$ cat src/rtl/nfc_pkg.sv
// nfc_pkg: shared state type, parameter defaults and width helper for the NAND copy sequencer.
package nfc_pkg;

    typedef enum logic [1:0] {
        ST_IDLE = 2'd0,
        ST_RUN  = 2'd1,
        ST_DONE = 2'd2,
        ST_ERR  = 2'd3
    } nfc_state_t;

    localparam int NFC_ROW_W      = 9;
    localparam int NFC_PAGE_BYTES = 512;

    // Page counters need one extra bit so they can hold NUM_PAGES itself.
    function automatic int nfc_cnt_width(input int row_w);
        return row_w + 1;
    endfunction

endpackage

$ cat src/rtl/nfc_byte_checker.sv
// nfc_byte_checker: counts reader bytes for the page in flight and flags short or overlong pages.
// Only instantiated when NFC_PAGE_CHECK_EN is defined.
module nfc_byte_checker
    import nfc_pkg::*;
#(
    parameter int PAGE_BYTES = NFC_PAGE_BYTES
) (
    input  logic i_clk,
    input  logic i_rst_n,
    input  logic i_clear,
    input  logic i_valid,
    input  logic i_page_done,
    output logic o_err
);

    localparam int BW = $clog2(PAGE_BYTES + 2);
    localparam logic [BW-1:0] LP_FULL = BW'(PAGE_BYTES);
    localparam logic [BW-1:0] LP_ONE  = BW'(1);

    logic [BW-1:0] r_count;
    logic [BW-1:0] w_count_now;
    logic          w_overflow;
    logic          w_short;

    // A byte arriving in the same cycle as the done pulse still belongs to this page.
    assign w_count_now = i_valid ? (r_count + LP_ONE) : r_count;
    assign w_overflow  = i_valid && (r_count == LP_FULL);
    assign w_short     = i_page_done && (w_count_now != LP_FULL);
    assign o_err       = w_overflow || w_short;

    always_ff @(posedge i_clk or negedge i_rst_n) begin
        if (!i_rst_n) begin
            r_count <= '0;
        end else if (i_clear) begin
            r_count <= '0;
        end else if (i_valid && !w_overflow) begin
            r_count <= w_count_now;
        end
    end

endmodule

$ cat src/rtl/nfc_copy_sequencer.sv
// nfc_copy_sequencer: page-level scheduler pacing the flash-A reader against the flash-B writer.
// Define NFC_PAGE_CHECK_EN to add per-page byte count checking of the reader stream.
module nfc_copy_sequencer
    import nfc_pkg::*;
#(
    parameter int ROW_W      = NFC_ROW_W,
    parameter int NUM_PAGES  = 512,
    parameter int PAGE_BYTES = NFC_PAGE_BYTES,
    parameter int LOOKAHEAD  = 2
) (
    input  logic             i_clk,
    input  logic             i_rst_n,
    input  logic             i_start,
    output logic             o_rd_start,
    output logic [ROW_W-1:0] o_rd_row,
    input  logic             i_rd_valid,
    input  logic             i_rd_page_done,
    output logic             o_wr_start,
    output logic [ROW_W-1:0] o_wr_row,
    input  logic             i_wr_page_done,
    input  logic             i_wr_fail,
    output logic             o_busy,
    output logic             o_done,
    output logic             o_error,
    output logic [ROW_W:0]   o_pages_done
);

    localparam int CW = nfc_cnt_width(ROW_W);
    localparam logic [CW-1:0] LP_NUM = CW'(NUM_PAGES);
    localparam logic [CW-1:0] LP_LA  = CW'(LOOKAHEAD);
    localparam logic [CW-1:0] LP_ONE = CW'(1);

    nfc_state_t       r_state;
    nfc_state_t       w_state_next;
    logic [CW-1:0]    r_rd_cnt;
    logic [CW-1:0]    r_wr_cnt;
    logic [CW-1:0]    r_cmp_cnt;
    logic [CW-1:0]    r_rd_avail;
    logic [CW-1:0]    w_cmp_next;
    logic             r_rd_busy;
    logic             r_wr_busy;
    logic             r_rd_start;
    logic             r_wr_start;
    logic [ROW_W-1:0] r_rd_row;
    logic [ROW_W-1:0] r_wr_row;
    logic             w_running;
    logic             w_start_acc;
    logic             w_rd_done;
    logic             w_wr_done;
    logic             w_wr_fail;
    logic             w_chk_err;
    logic             w_rd_issue;
    logic             w_wr_issue;

    assign w_running   = (r_state == ST_RUN);
    assign w_start_acc = i_start && !w_running;
    assign w_rd_done   = w_running && r_rd_busy && i_rd_page_done;
    assign w_wr_done   = w_running && r_wr_busy && i_wr_page_done;
    assign w_wr_fail   = w_wr_done && i_wr_fail;
    assign w_cmp_next  = (w_wr_done && (r_cmp_cnt < LP_NUM)) ? (r_cmp_cnt + LP_ONE) : r_cmp_cnt;

`ifdef NFC_PAGE_CHECK_EN
    logic w_byte_valid;

    assign w_byte_valid = w_running && r_rd_busy && i_rd_valid;

    nfc_byte_checker #(
        .PAGE_BYTES (PAGE_BYTES)
    ) u_byte_checker (
        .i_clk       (i_clk),
        .i_rst_n     (i_rst_n),
        .i_clear     (w_rd_issue),
        .i_valid     (w_byte_valid),
        .i_page_done (w_rd_done),
        .o_err       (w_chk_err)
    );
`else
    logic w_unused_rd_valid;

    assign w_unused_rd_valid = i_rd_valid | (PAGE_BYTES == 0);
    assign w_chk_err         = 1'b0;
`endif

    always_ff @(posedge i_clk or negedge i_rst_n) begin
        if (!i_rst_n) begin
            r_state <= ST_IDLE;
        end else begin
            r_state <= w_state_next;
        end
    end

    // Completion and failure are decided on the edge that absorbs the done pulse,
    // so done/error appear one cycle after the last wr_page_done.
    always_comb begin
        w_state_next = r_state;
        case (r_state)
            ST_IDLE, ST_DONE, ST_ERR: begin
                if (i_start) begin
                    w_state_next = ST_RUN;
                end
            end
            ST_RUN: begin
                if (w_wr_fail || w_chk_err) begin
                    w_state_next = ST_ERR;
                end else if (w_cmp_next == LP_NUM) begin
                    w_state_next = ST_DONE;
                end
            end
            default: w_state_next = ST_IDLE;
        endcase
    end

    // Issue only from registered busy flags; gating on the next state keeps a failing
    // cycle from launching one more page.
    assign w_rd_issue = w_running && (w_state_next == ST_RUN) && !r_rd_busy &&
                        (r_rd_cnt < LP_NUM) && ((r_rd_cnt - r_cmp_cnt) < LP_LA);
    assign w_wr_issue = w_running && (w_state_next == ST_RUN) && !r_wr_busy &&
                        (r_wr_cnt < r_rd_avail);

    always_ff @(posedge i_clk or negedge i_rst_n) begin
        if (!i_rst_n) begin
            r_rd_start <= 1'b0;
            r_wr_start <= 1'b0;
            r_rd_row   <= '0;
            r_wr_row   <= '0;
            r_rd_cnt   <= '0;
            r_wr_cnt   <= '0;
            r_cmp_cnt  <= '0;
            r_rd_avail <= '0;
            r_rd_busy  <= 1'b0;
            r_wr_busy  <= 1'b0;
        end else begin
            r_rd_start <= w_rd_issue;
            r_wr_start <= w_wr_issue;
            if (w_start_acc) begin
                r_rd_cnt   <= '0;
                r_wr_cnt   <= '0;
                r_cmp_cnt  <= '0;
                r_rd_avail <= '0;
                r_rd_busy  <= 1'b0;
                r_wr_busy  <= 1'b0;
            end else begin
                // Delayed copy of the read count holds wr_start two cycles behind its rd_start.
                r_rd_avail <= r_rd_cnt;
                if (w_rd_issue) begin
                    r_rd_row  <= r_rd_cnt[ROW_W-1:0];
                    r_rd_cnt  <= r_rd_cnt + LP_ONE;
                    r_rd_busy <= 1'b1;
                end else if (w_rd_done) begin
                    r_rd_busy <= 1'b0;
                end
                if (w_wr_issue) begin
                    r_wr_row  <= r_wr_cnt[ROW_W-1:0];
                    r_wr_cnt  <= r_wr_cnt + LP_ONE;
                    r_wr_busy <= 1'b1;
                end else if (w_wr_done) begin
                    r_wr_busy <= 1'b0;
                end
                r_cmp_cnt <= w_cmp_next;
            end
        end
    end

    assign o_rd_start   = r_rd_start;
    assign o_rd_row     = r_rd_row;
    assign o_wr_start   = r_wr_start;
    assign o_wr_row     = r_wr_row;
    assign o_busy       = w_running;
    assign o_done       = (r_state == ST_DONE);
    assign o_error      = (r_state == ST_ERR);
    assign o_pages_done = r_cmp_cnt;

endmodule

$ cat config.mk
export PLATFORM = sky130hd
export DESIGN_NAME = nfc_copy_sequencer
export DESIGN_NICKNAME = d
export VERILOG_FILES = /design/src/rtl/nfc_pkg.sv /design/src/rtl/nfc_byte_checker.sv /design/src/rtl/nfc_copy_sequencer.sv
export SDC_FILE = /design/constraint.sdc
export NUM_CORES = 1
export LEC_CHECK = 0
export CORE_ASPECT_RATIO = 1.5
export CORE_UTILIZATION = 42
export DETAILED_ROUTE_END_ITERATION = 12
export GPL_TIMING_DRIVEN = 1
export HOLD_SLACK_MARGIN = 0.15
export PLACE_DENSITY_LB_ADDON = 0.05
export SKIP_CTS_REPAIR_TIMING = 1
export SYNTH_ARGS = -nofsm -noshare
export SYNTH_HDL_FRONTEND = slang
export SYNTH_HIERARCHICAL = 1
export SYNTH_SLANG_ARGS = --single-unit
$ cat constraint.sdc
create_clock -name i_clk -period 4.59 [get_ports i_clk]
set_input_delay 1.1475 -clock i_clk [delete_from_list [all_inputs] [get_ports i_clk]]
set_output_delay 1.1475 -clock i_clk [all_outputs]
set_load 0.005 [all_outputs]
==> out/summary.txt <==
status = finished clean
Final Total Pwr = 0.00216 W
Least-Margin Pin Slew = 0.916 ns
Post-synth EDFFs = 0
CP max stage cell = or4_1
Int Pwr = 0.00139 W
Final setup viols = 0
overall routing resource usage = 19.7%
Synth Area in XOR/XNOR = 4.29%
dominant synthesized flop cell = dfrtp_1
setup_tns = 0 ns
htree depth = 3
GRT met1 Usage = 22.0%
FP Rows = 41
syn_area_per_cell = 9.82 um2
Clock power frac = 28.3%
via count = 2831
adder-cell share of the synthesized area = 7.36%
share of flip-flops with an asynchronous set or reset = 100%
mean routed wirelength per cell = 15.4 um
largest family of logic cells by synthesized area = simple AND/OR/NAND/NOR gates
grt met2 use = 36.3%
DRT antenna net count = 0
Crit. End Element = register
Arrival @ worst endpoint = 4.28 ns
Seq pwr share = 32.4%
width of the die = 78.4 um
share of layout cells above drive strength 1 = 10.3%
Fmax = 0.245 GHz
Synth Area in Simple Gates = 21.9%
Final Skew = 0.00461 ns
vias in the first global route = 2794
Fin. Hold Viols = 0
Cell variety after synth = 60
most crowded layer after global routing = met2
number of CTS-inserted buffers = 9
post-layout util = 52.2%
worst vdd ir = 0.279 mV
Placed Cells = 507
Seq cells post-synth = 64
Comb power frac = 39.3%
PD cells = 490 nW/um2
die area = 9130 um2
Largest stage delay, worst path = 0.61 ns
Inserted Diodes = 0
Mapped Nets = 402
switching power total = 0.000776 W
drt pass-1 iters = 4
Initial Util = 43.4%
final RePlAce weighted congestion = 0.866
Synth Area in Compound Gates = 12.2%
Max clock buf depth = 2
Post-DP Area = 4150 um2
hold crit path type = reg -> reg
CTS clk-pin slew, worst paths = 0.05 ns
global-route wire length before repair = 13600 um
Final Slew Violations = 0
Relative slew margins = 39.0%
DR DRC count = 0
CTS tree = yes
CP Max Fanout = 13
Period Utilization, post-route = 88.8%
critical path type = in -> reg
fin nets = 439
CP Data Required Time = 4.80 ns
mean number of vias per cell = 5.41
unrepaired setup endpoints after global routing = false
Net Sw Frac = 35.9%
grt total ovfl = 0
core footprint = 8460 um2
DRT Wirelength = 8040 um
Post-Layout Cell Count = 523
largest net degree at the start of global routing = 41
Worst-Skew Late Latency = 0.33 ns
Cells after Synth = 374
CTS Root Cell = clkbuf_16
cells along the critical path = clkdlybuf4s50_1 > nand4b_1 > or4_1 > a21o_1 > o31a_1 > o211ai_2 > inv_1 > and3_1 > a311o_1
fin area = 4420 um2
met3 GRT Util = 4.30%
Area Overhead vs Synth = 20.2%
Initial DRC Count = 115
Port Buffers = 38
YS warnings = 6
Post-DP HPWL = 5840 um
Die Span Y = 117 um
Top-Level Pins = 40
sequential share of the synthesized area = 43.6%
Leak = 2.06 nW
Mapped Area = 3670 um2
Tmin final = 4.08 ns
initial antenna violation count = 0
Startpoint Class = input port
mux share of post-synthesis cell area = 5.99%
CTS sink cnt = 64
maximum capacitance violations = 0
==> placed cells by master (no fill, tap or decap), types with 3 or more instances in the layout <==
cell             synthesis  layout
mux2i_1                  4       4
nor3_1                  11      11
dfrtp_1                 64      64
o31a_1                   3       3
or3_1                    6       6
mux2_4                   6       6
o211ai_1                 4       4
clkdlybuf4s50_1          0      37
nand3_1                 11      11
xnor2_1                 13      13
nand4_1                  6       6
clkbuf_16                0       9
a21oi_1                  8       8
ha_1                    20      20
nand2_1                 43      43
nor2_1                  24      24
inv_1                   23      23
and2_1                  12      12
and3_1                  10      10
clkinv_2                 0       4
or4_1                    4       4
o21ai_0                 16      16
mux2_2                   8       8
xor2_1                   5       5
o31ai_1                  3       3
nor4_1                   5       5
nand2b_1                10      10
==> layer usage <==
layer | wire, um | up-vias
met3 | 263 | 12
met1 | 3360 | 1375
li1 | - | 1397
met5 | 0 | -
met2 | 4270 | 47
met4 | 146 | 0
==> kinds of logic (layout without fill, tap and decap cells) <==
logic type / after synthesis / after routing
AOI/OAI and AO/OA: 60 / 60
xor gates and xnor gates: 18 / 18
adders and majority gates: 21 / 21
buffers and inverters: 39 / 81
DFF: 64 / 64
muxes: 18 / 18
and+or+nand+nor: 154 / 154
==> metrics by stage <==
step	hold slack (ns)	worst slack, ns
2_1_floorplan	0.452	1.29
3_3_place_gp	0.458	0.198
3_5_place_dp	0.465	0.164
4_1_cts	0.478	0.503
5_1_grt	0.503	0.289
6_report	0.470	0.514
==> power by group through the flow <==
stage	Clock [W]	Combinational [W]	Sequential [W]
6_report	0.000612	0.000851	0.000700
5_1_grt	0.000651	0.000948	0.000714
4_1_cts	0.000631	0.000867	0.000702
3_5_place_dp	0	0.000867	0.000712
3_3_place_gp	0	0.000852	0.000711
2_1_floorplan	0	0.000622	0.000694
==> cell type report <==
cell class | count | area [um2]
tap | 107 | 134
timing repair buffer | 41 | 423
inverter | 24 | 90.1
fill | 825 | 4050
clock buffer | 12 | 246
sequential | 64 | 1600
multi-input combinational | 271 | 1900
clock inverter | 4 | 20.0
==> Yosys cell counts, drive strengths merged (2+ instances only) <==
cell     count  share of area (%)
mux2        14                4.9
o21a         2               0.41
nor3b        2               0.41
a311o        2               0.54
o211ai       5                1.2
or4          5                1.1
a21o         3               0.65
a21oi        9                1.5
nand4        7                1.6
nor3        11                1.5
nand2b      10                1.7
a2111oi      2               0.99
xor2         5                1.2
inv         24                2.5
clkbuf      12                1.2
and2        13                2.3
o311ai       2               0.48
a31oi        2               0.34
o31a         3               0.72
or3          6                1.0
nor4         5               0.85
ha          20                6.8
o31ai        3               0.61
nor2        25                2.6
nand2       43                4.4
dfrtp       64                 44
xnor2       13                3.1
o41ai        2               0.48
o21ai       16                2.2
a41oi        2               0.48
mux2i        4                1.1
and3        10                1.7
nand3       11                1.5
or2          2               0.34
buf          3               0.95
==> sequential cells by signal, indices dropped and copies added (netlist names) <==
name and count:
r_state 2, o_rd_start 1, r_rd_avail 10, r_rd_busy 1, r_wr_cnt 10, o_rd_row 9
o_wr_start 1, r_rd_cnt 10, r_wr_busy 1, o_wr_row 9, o_pages_done 10
==> critical path: cells and delay by family <==
kind / cells / cell delay, ns
simple gates: 3 / 1.21
compound gates: 4 / 1.07
buf+inv: 2 / 0.86
==> final timing paths <==
path                               end             from  depth (start not counted)  slack (ns)
setup / recovery           r_wr_cnt[3]   i_wr_page_done                          9        0.51
hold / removal             o_wr_row[1]      o_wr_row[1]                          2        0.47
setup reg to reg           r_rd_cnt[7]  o_pages_done[0]                          9        1.05
hold reg to reg            o_wr_row[1]      o_wr_row[1]                          2        0.47
max in group asynchronous   r_state[1]          i_rst_n                          2        2.77
min in group asynchronous  r_wr_cnt[8]          i_rst_n                          1        0.95
Power figures use the tool's default switching activity.
